File: src/rtl/conv_ctrl_fsm_param_if.sv
// Handshake and datapath-control bundle between the convolution sequencer and its environment.
// The sequencer side uses the master modport; the datapath or testbench side uses slave.
interface conv_ctrl_fsm_param_if #(
   parameter int KLOAD_WORDS = 12,
   parameter int ILOAD_WORDS = 4
);
   localparam int IW = (ILOAD_WORDS > 1) ? $clog2(ILOAD_WORDS) : 1;

   logic                   start;
   logic                   running;
   logic                   done;
   logic                   con_valid;
   logic                   con_ready;
   logic                   output_valid;
   logic                   output_ready;
   logic [31:0]            output_x;
   logic [31:0]            output_y;
   logic [31:0]            output_ch;
   logic [KLOAD_WORDS-1:0] ctrl_KDS_LE_select;
   logic                   ctrl_to_KDS_cycle_enable;
   logic [IW-1:0]          ctrl_IDSS_LE_select;
   logic                   ctrl_IDSS_shift;
   logic                   ctrl_ODS_shift;
   logic [31:0]            stall_cycles;

   modport master (
      input  start, con_valid, output_ready,
      output running, done, con_ready, output_valid, output_x, output_y, output_ch,
             ctrl_KDS_LE_select, ctrl_to_KDS_cycle_enable, ctrl_IDSS_LE_select,
             ctrl_IDSS_shift, ctrl_ODS_shift, stall_cycles
   );

   modport slave (
      output start, con_valid, output_ready,
      input  running, done, con_ready, output_valid, output_x, output_y, output_ch,
             ctrl_KDS_LE_select, ctrl_to_KDS_cycle_enable, ctrl_IDSS_LE_select,
             ctrl_IDSS_shift, ctrl_ODS_shift, stall_cycles
   );
endinterface

File: src/rtl/conv_ctrl_fsm_param.sv
// Convolution sequencer: kernel load, input priming, column compute and pipelined result emit.
// Define CONV_CTRL_STALL_CNT_EN to add a saturating handshake-stall counter on stall_cycles.
module conv_ctrl_fsm_param #(
   parameter int FEATURE_MAP_WIDTH  = 1024,
   parameter int FEATURE_MAP_HEIGHT = 1024,
   parameter int OUTPUT_NB_CHANNELS = 64,
   parameter int PAR_OUT            = 6,
   parameter int OUT_LANES          = 3,
   parameter int KERNEL_SIZE        = 3,
   parameter int KLOAD_WORDS        = 12,
   parameter int KGROUPS            = 6,
   parameter int ILOAD_WORDS        = 4
) (
   input  logic                 clk,
   input  logic                 arst_n_in,
   conv_ctrl_fsm_param_if.master bus
);
   localparam int NBEATS = PAR_OUT / OUT_LANES;
   localparam int KWW    = (KLOAD_WORDS > 1) ? $clog2(KLOAD_WORDS) : 1;
   localparam int KGW    = (KGROUPS > 1) ? $clog2(KGROUPS) : 1;
   localparam int IW     = (ILOAD_WORDS > 1) ? $clog2(ILOAD_WORDS) : 1;
   localparam int PW     = (KERNEL_SIZE > 1) ? $clog2(KERNEL_SIZE) : 1;
   localparam int BW     = (NBEATS > 1) ? $clog2(NBEATS) : 1;

   localparam logic [2:0] S_IDLE    = 3'd0;
   localparam logic [2:0] S_LOAD_K  = 3'd1;
   localparam logic [2:0] S_LOAD_I  = 3'd2;
   localparam logic [2:0] S_SHIFT_I = 3'd3;
   localparam logic [2:0] S_COMPUTE = 3'd4;
   localparam logic [2:0] S_EMIT    = 3'd5;

   logic [2:0]     state;
   logic [KWW-1:0] kword;
   logic [KGW-1:0] kgrp;
   logic [IW-1:0]  iword;
   logic [PW-1:0]  prime;
   logic [BW-1:0]  beat;
   logic [31:0]    x, y, ch_base;
   logic [31:0]    tag_x, tag_y, tag_ch;
   logic           pending, drain, done_q;

   logic con_rdy, xfer, emit;
   logic last_kword, last_kgrp, last_iword, last_prime, last_beat;
   logic last_x, last_y, last_pass;

   assign con_rdy    = (state == S_LOAD_K) || (state == S_LOAD_I) || (state == S_COMPUTE);
   assign xfer       = con_rdy && bus.con_valid;
   assign emit       = (state == S_EMIT);
   assign last_kword = (kword == KWW'(KLOAD_WORDS - 1));
   assign last_kgrp  = (kgrp == KGW'(KGROUPS - 1));
   assign last_iword = (iword == IW'(ILOAD_WORDS - 1));
   assign last_prime = (prime == PW'(KERNEL_SIZE - 1));
   assign last_beat  = (beat == BW'(NBEATS - 1));
   assign last_x     = (x == 32'(FEATURE_MAP_WIDTH - 1));
   assign last_y     = (y == 32'(FEATURE_MAP_HEIGHT - 1));
   assign last_pass  = (ch_base + 32'(PAR_OUT) >= 32'(OUTPUT_NB_CHANNELS));

   assign bus.running                  = (state != S_IDLE);
   assign bus.done                     = done_q;
   assign bus.con_ready                = con_rdy;
   assign bus.output_valid             = emit;
   assign bus.output_x                 = emit ? tag_x : '0;
   assign bus.output_y                 = emit ? tag_y : '0;
   assign bus.output_ch                = emit ? (tag_ch + 32'(beat) * 32'(OUT_LANES)) : '0;
   assign bus.ctrl_KDS_LE_select       = (state == S_LOAD_K) ? (KLOAD_WORDS'(1) << kword) : '0;
   assign bus.ctrl_to_KDS_cycle_enable = (state == S_COMPUTE) && xfer;
   assign bus.ctrl_IDSS_LE_select      = ((state == S_LOAD_I) || (state == S_COMPUTE)) ? iword : '0;
   assign bus.ctrl_IDSS_shift          = (state == S_SHIFT_I) || ((state == S_COMPUTE) && xfer && last_iword);
   assign bus.ctrl_ODS_shift           = emit && bus.output_ready;

   always_ff @(posedge clk or negedge arst_n_in) begin
      if (!arst_n_in) begin
         state   <= S_IDLE;
         kword   <= '0;
         kgrp    <= '0;
         iword   <= '0;
         prime   <= '0;
         beat    <= '0;
         x       <= '0;
         y       <= '0;
         ch_base <= '0;
         tag_x   <= '0;
         tag_y   <= '0;
         tag_ch  <= '0;
         pending <= 1'b0;
         drain   <= 1'b0;
         done_q  <= 1'b0;
      end else begin
         done_q <= 1'b0;
         case (state)
            S_IDLE: if (bus.start) begin
               x       <= '0;
               y       <= '0;
               ch_base <= '0;
               kword   <= '0;
               kgrp    <= '0;
               iword   <= '0;
               prime   <= '0;
               beat    <= '0;
               pending <= 1'b0;
               drain   <= 1'b0;
               state   <= S_LOAD_K;
            end
            S_LOAD_K: if (xfer) begin
               if (last_kword) begin
                  kword <= '0;
                  if (last_kgrp) begin
                     kgrp  <= '0;
                     state <= S_LOAD_I;
                  end else begin
                     kgrp <= kgrp + 1'b1;
                  end
               end else begin
                  kword <= kword + 1'b1;
               end
            end
            S_LOAD_I: if (xfer) begin
               if (last_iword) begin
                  iword <= '0;
                  state <= S_SHIFT_I;
               end else begin
                  iword <= iword + 1'b1;
               end
            end
            S_SHIFT_I: if (last_prime) begin
               prime   <= '0;
               x       <= '0;
               pending <= 1'b0;
               state   <= S_COMPUTE;
            end else begin
               prime <= prime + 1'b1;
               state <= S_LOAD_I;
            end
            // Results lag one column: a finished column is emitted only once the next one is done.
            S_COMPUTE: if (xfer) begin
               if (last_iword) begin
                  iword <= '0;
                  if (pending) begin
                     state <= S_EMIT;
                  end else begin
                     pending <= 1'b1;
                     tag_x   <= x;
                     tag_y   <= y;
                     tag_ch  <= ch_base;
                     x       <= x + 32'd1;
                  end
               end else begin
                  iword <= iword + 1'b1;
               end
            end
            S_EMIT: if (bus.output_ready) begin
               if (!last_beat) begin
                  beat <= beat + 1'b1;
               end else begin
                  beat <= '0;
                  if (!drain) begin
                     tag_x  <= x;
                     tag_y  <= y;
                     tag_ch <= ch_base;
                     if (last_x) begin
                        drain <= 1'b1;
                     end else begin
                        x     <= x + 32'd1;
                        state <= S_COMPUTE;
                     end
                  end else begin
                     drain   <= 1'b0;
                     pending <= 1'b0;
                     if (!last_y) begin
                        y     <= y + 32'd1;
                        state <= S_LOAD_I;
                     end else if (last_pass) begin
                        done_q <= 1'b1;
                        state  <= S_IDLE;
                     end else begin
                        ch_base <= ch_base + 32'(PAR_OUT);
                        y       <= '0;
                        state   <= S_LOAD_K;
                     end
                  end
               end
            end
            default: state <= S_IDLE;
         endcase
      end
   end

`ifdef CONV_CTRL_STALL_CNT_EN
   logic        stall_ev;
   logic [31:0] stall_q;

   assign stall_ev = (con_rdy && !bus.con_valid) || (emit && !bus.output_ready);

   always_ff @(posedge clk or negedge arst_n_in) begin
      if (!arst_n_in) begin
         stall_q <= '0;
      end else if ((state == S_IDLE) && bus.start) begin
         stall_q <= '0;
      end else if (stall_ev && (stall_q != '1)) begin
         stall_q <= stall_q + 32'd1;
      end
   end

   assign bus.stall_cycles = stall_q;
`else
   assign bus.stall_cycles = '0;
`endif
endmodule

File: src/flat_wrapper.sv
// flat-port wrapper written by rule: the top's interface ports become plain ports
module conv_ctrl_fsm_param_flat 
#(
   parameter int FEATURE_MAP_WIDTH  = 1024,
   parameter int FEATURE_MAP_HEIGHT = 1024,
   parameter int OUTPUT_NB_CHANNELS = 64,
   parameter int PAR_OUT            = 6,
   parameter int OUT_LANES          = 3,
   parameter int KERNEL_SIZE        = 3,
   parameter int KLOAD_WORDS        = 12,
   parameter int KGROUPS            = 6,
   parameter int ILOAD_WORDS        = 4
)
  (clk, arst_n_in, bus_start, bus_con_valid, bus_output_ready, bus_running, bus_done, bus_con_ready, bus_output_valid, bus_output_x, bus_output_y, bus_output_ch, bus_ctrl_KDS_LE_select, bus_ctrl_to_KDS_cycle_enable, bus_ctrl_IDSS_LE_select, bus_ctrl_IDSS_shift, bus_ctrl_ODS_shift, bus_stall_cycles);
  conv_ctrl_fsm_param_if #(.KLOAD_WORDS(KLOAD_WORDS), .ILOAD_WORDS(ILOAD_WORDS)) bus_i ();
  input  logic clk;
  input  logic arst_n_in;
  input wire logic [$bits(bus_i.start)-1:0] bus_start;
  input wire logic [$bits(bus_i.con_valid)-1:0] bus_con_valid;
  input wire logic [$bits(bus_i.output_ready)-1:0] bus_output_ready;
  output wire logic [$bits(bus_i.running)-1:0] bus_running;
  output wire logic [$bits(bus_i.done)-1:0] bus_done;
  output wire logic [$bits(bus_i.con_ready)-1:0] bus_con_ready;
  output wire logic [$bits(bus_i.output_valid)-1:0] bus_output_valid;
  output wire logic [$bits(bus_i.output_x)-1:0] bus_output_x;
  output wire logic [$bits(bus_i.output_y)-1:0] bus_output_y;
  output wire logic [$bits(bus_i.output_ch)-1:0] bus_output_ch;
  output wire logic [$bits(bus_i.ctrl_KDS_LE_select)-1:0] bus_ctrl_KDS_LE_select;
  output wire logic [$bits(bus_i.ctrl_to_KDS_cycle_enable)-1:0] bus_ctrl_to_KDS_cycle_enable;
  output wire logic [$bits(bus_i.ctrl_IDSS_LE_select)-1:0] bus_ctrl_IDSS_LE_select;
  output wire logic [$bits(bus_i.ctrl_IDSS_shift)-1:0] bus_ctrl_IDSS_shift;
  output wire logic [$bits(bus_i.ctrl_ODS_shift)-1:0] bus_ctrl_ODS_shift;
  output wire logic [$bits(bus_i.stall_cycles)-1:0] bus_stall_cycles;
  assign bus_i.start = bus_start;
  assign bus_i.con_valid = bus_con_valid;
  assign bus_i.output_ready = bus_output_ready;
  assign bus_running = bus_i.running;
  assign bus_done = bus_i.done;
  assign bus_con_ready = bus_i.con_ready;
  assign bus_output_valid = bus_i.output_valid;
  assign bus_output_x = bus_i.output_x;
  assign bus_output_y = bus_i.output_y;
  assign bus_output_ch = bus_i.output_ch;
  assign bus_ctrl_KDS_LE_select = bus_i.ctrl_KDS_LE_select;
  assign bus_ctrl_to_KDS_cycle_enable = bus_i.ctrl_to_KDS_cycle_enable;
  assign bus_ctrl_IDSS_LE_select = bus_i.ctrl_IDSS_LE_select;
  assign bus_ctrl_IDSS_shift = bus_i.ctrl_IDSS_shift;
  assign bus_ctrl_ODS_shift = bus_i.ctrl_ODS_shift;
  assign bus_stall_cycles = bus_i.stall_cycles;
  conv_ctrl_fsm_param #(.FEATURE_MAP_WIDTH(FEATURE_MAP_WIDTH), .FEATURE_MAP_HEIGHT(FEATURE_MAP_HEIGHT), .OUTPUT_NB_CHANNELS(OUTPUT_NB_CHANNELS), .PAR_OUT(PAR_OUT), .OUT_LANES(OUT_LANES), .KERNEL_SIZE(KERNEL_SIZE), .KLOAD_WORDS(KLOAD_WORDS), .KGROUPS(KGROUPS), .ILOAD_WORDS(ILOAD_WORDS)) u_core (.clk(clk), .arst_n_in(arst_n_in), .bus(bus_i));
endmodule
File: config.mk
export PLATFORM = sky130hd
export DESIGN_NAME = conv_ctrl_fsm_param_flat
export DESIGN_NICKNAME = d
export VERILOG_FILES = /design/src/rtl/conv_ctrl_fsm_param_if.sv /design/src/rtl/conv_ctrl_fsm_param.sv /design/src/flat_wrapper.sv
export SDC_FILE = /design/constraint.sdc
export NUM_CORES = 1
export LEC_CHECK = 0
export CELL_PAD_IN_SITES_DETAIL_PLACEMENT = 0
export CELL_PAD_IN_SITES_GLOBAL_PLACEMENT = 1
export CORE_UTILIZATION = 50
export DETAILED_ROUTE_END_ITERATION = 6
export DONT_BUFFER_PORTS = 1
export PLACE_DENSITY_LB_ADDON = 0.05
export SLEW_MARGIN = 30
export SYNTH_ARGS = -nofsm -noshare
export SYNTH_HDL_FRONTEND = slang
export SYNTH_SLANG_ARGS = --single-unit
File: constraint.sdc
create_clock -name clk -period 4.1 [get_ports clk]
set_input_delay 0.615 -clock clk [delete_from_list [all_inputs] [get_ports clk]]
set_output_delay 0.615 -clock clk [all_outputs]
set_load 0.01 [all_outputs]
==> flow_summary_export.csv <==
group,metric,value,unit
synth,ys.flop_type,"dfrtp_1",
global_route,grt_pass1_vias,8030,
synth,synth_warnings,0,
global_route,grt_antenna_before_repair,0,
timing,slew_headroom,0.4791,
timing,setup-violations-final,0,
timing,timing.final.crit_share,0.9377,
cells_and_area,finalNetCount,1199,
floorplan,core,22090,um2
timing,clock_skew,0.01519,ns
timing,hold_violations,208,
timing,fmax,260.1,MHz
routing,drt_first_pass_iters,4,
global_route,grtUsageTotal,0.2255,
clock_tree,cts.sinks,208,
cells_and_area,layout-drive-gt1-share,0.1515,
routing,ant_nets,0,
worst_setup_path,crit_required,3.48,ns
status,outcome,"finished, violations left",
pwr,peakVddDrop,0.2982,mV
hold_path,hold_path.class,"in2async",
run,cap_viol_max_count,0,
synth,syn_inst,1195,
global_route,grt_first_pass_wirelength,43.26,mm
timing,rsz0062_at_grt,"no",
placed_design,routabilityCongestion,0.7806,
worst_setup_path,crit_fanout,6,
routing,drt_iter0_drc,413,
timing,finalHoldWorstSlack,-0.2041,ns
global_route,grt_max_degree,209,
floorplan,ios,154,
status,violations,"hold timing",
clock_tree,insertion_delay,0.52,ns
clock_tree,cts_tree,"built",
timing,fin_setup_tns,0,ns
synth,yosysSeqAreaShare,0.4574,
synth,post_synth_num_cell_types,63,
routing,wl,26.12,mm
cells_and_area,area_growth,9.083,%
clock_tree,cts_root_buf,"clkbuf_16",
timing,min_period,3.844,ns
global_route,grt_overflow,0,
worst_setup_path,startpoint_type,"flop",
clock_tree,cts_buffer_depth,3,
routing,vias,8578,
routing,drc,0,
clock_tree,cts_made_buffers,24,
worst_setup_path,worstPathArrival,3.23,ns
cells_and_area,antenna_cells,0,
clock_tree,path_clk_slew,0.06,ns
pwr,leakagePower,5.927,nW
placed_design,port_buffers,0,
timing,worst_pin_slew,0.7813,ns
routing,via_per_inst,5.792,
timing,drv_slew,0,
floorplan,dieArea,23360,um2
floorplan,die_x,152.9,um
worst_setup_path,timing.reg2reg.setup_slack,0.45,ns
floorplan,die_y,152.9,um
synth,synth-edff-count,0,
placed_design,place_hpwl,17.49,mm
worst_setup_path,worstSetupPathType,"reg2out",
routing,route.detailed.wl_per_inst,17.63,um
synth,syn_area,11380,um2
floorplan,start_util,0.5150,
pwr,powerDensity,446.8,nW/um2
floorplan,num_rows,54,
clock_tree,htreeDepth,1,
worst_setup_path,cp-end-kind,"primary output",
synth,ys_ff_latch,208,
synth,synth.avg_cell_area,9.522,um2
synth,async_reset_ff_frac,1.000,
-- synthesized netlist by cell type (6+ instances only) --
cell	number	area share
a21oi_1	33	0.015
and4_1	8	0.0062
mux2_2	95	0.094
nand3_1	53	0.023
o21ai_0	55	0.024
nand2b_1	8	0.0044
a31oi_1	22	0.012
nor3_1	44	0.019
and2_1	46	0.025
nand2_1	97	0.032
inv_1	27	0.0089
and3_1	97	0.053
xor2_1	31	0.024
nand4_1	27	0.015
xnor2_1	25	0.019
dfrtp_1	208	0.46
nor4_1	21	0.012
ha_1	11	0.012
o31ai_1	11	0.0073
nor2_1	99	0.033
buf_4	32	0.021
clkbuf_1	56	0.018
nor4b_1	6	0.0046
-- layout make-up --
class / count / area (um2)
inverter: 27 / 101.3
tap: 280 / 350.3
clock buffer: 32 / 721.9
clock inverter: 12 / 112.6
fill: 1956 / 9682
timing repair buffer: 28 / 210.2
multi-input combinational: 894 / 5709
sequential: 208 / 5206
-- what timing repair did --
| item | 4_1_cts | 5_1_grt |
|---|---|---|
| resized for setup | 0 | 2 |
| buffers inserted | 0 | 1 |
| hold endpoints to repair | 208 | 208 |
| endpoints found under the setup margin | 0 | 4 |
-- routing by layer --
metal	GRT usage	share of wire	vias to the layer above
li1	-	-	4176
met5	0	0	-
met1	0.3174	0.47	4198
met4	0.05964	0.020	0
met2	0.3685	0.47	174
met3	0.02864	0.035	30
-- registers in the layout, indices dropped and copies added (netlist names) --
name	flops
u_core.pending	1
u_core.state	3
u_core.tag_x	32
u_core.tag_ch	31
u_core.tag_y	32
u_core.drain	1
u_core.kgrp	3
u_core.y	32
u_core.prime	2
u_core.kword	4
u_core.beat	1
u_core.iword	2
u_core.x	32
u_core.ch_base	31
u_core.bus.done	1
-- path summary, 6_finish.rpt --
| check | start | end | cells past startpoint |
|---|---|---|---|
| max | u_core.beat | bus_output_ch[29] | 10 |
| min reg2reg | u_core.kgrp[1] | u_core.kgrp[1] | 1 |
| max in group asynchronous | arst_n_in | u_core.tag_x[25] | 0 |
| min | arst_n_in | u_core.tag_ch[16] | 0 |
| max reg2reg | u_core.ch_base[1] | u_core.ch_base[4] | 11 |
| min in group clk | bus_con_valid | u_core.kword[1] | 1 |
-- power breakdown --
group          internal, mW  switching [mW]
registers              2.17           0.131
clock network          1.36           0.854
logic                 0.351           0.679
total                  3.88            1.66
-- cell usage in the layout (no fill, tap or decap), types with 28 or more instances in the layout --
cell / n
nor2_1: 97
o21ai_0: 55
buf_4: 28
nor3_1: 44
mux2_2: 95
nand2_1: 97
xor2_1: 31
and2_1: 45
conb_1: 32
nand3_1: 53
a21oi_1: 33
and3_1: 97
dfrtp_1: 207
-- stage by stage --
step / utilization / power [mW] / instances / area [um2] / worst slack, ns
after floorplan: - / 3.107 / 1226 / 11490 / 0.8218
after global placement: 0.5233 / 3.363 / 1436 / 11560 / 0.5052
after detailed placement: 0.5233 / 3.376 / 1436 / 11560 / 0.4400
after CTS: 0.5611 / 5.603 / 1480 / 12400 / 0.1028
after global routing: 0.5618 / 5.805 / 1481 / 12410 / 0.007526
final: 0.5618 / 5.546 / 1481 / 12410 / 0.2556
-- cells by family (layout without fill, tap and decap cells) --
group           count (synthesis)  after routing  synth area share
flops                         208            208            0.4574
compound gates                161            161           0.08720
xor+xnor                       56             56           0.04311
other cells                     1             32         0.0003296
mux                            99             99           0.09754
buf+inv                       124             99           0.05322
fa+ha+maj                      11             11           0.01210
simple gates                  535            535            0.2491
-- critical path: stages, from the launching register on --
cell	delay (ns)
dfrtp_1	0.41
ha_1	0.24
and4_1	0.30
nand4_1	0.27
nor4_2	0.30
buf_4	0.17
and3_1	0.23
and2_2	0.23
nand4_1	0.13
or3_1	0.32
nand2_1	0.12
No activity file was read; power rests on OpenSTA's default activity.
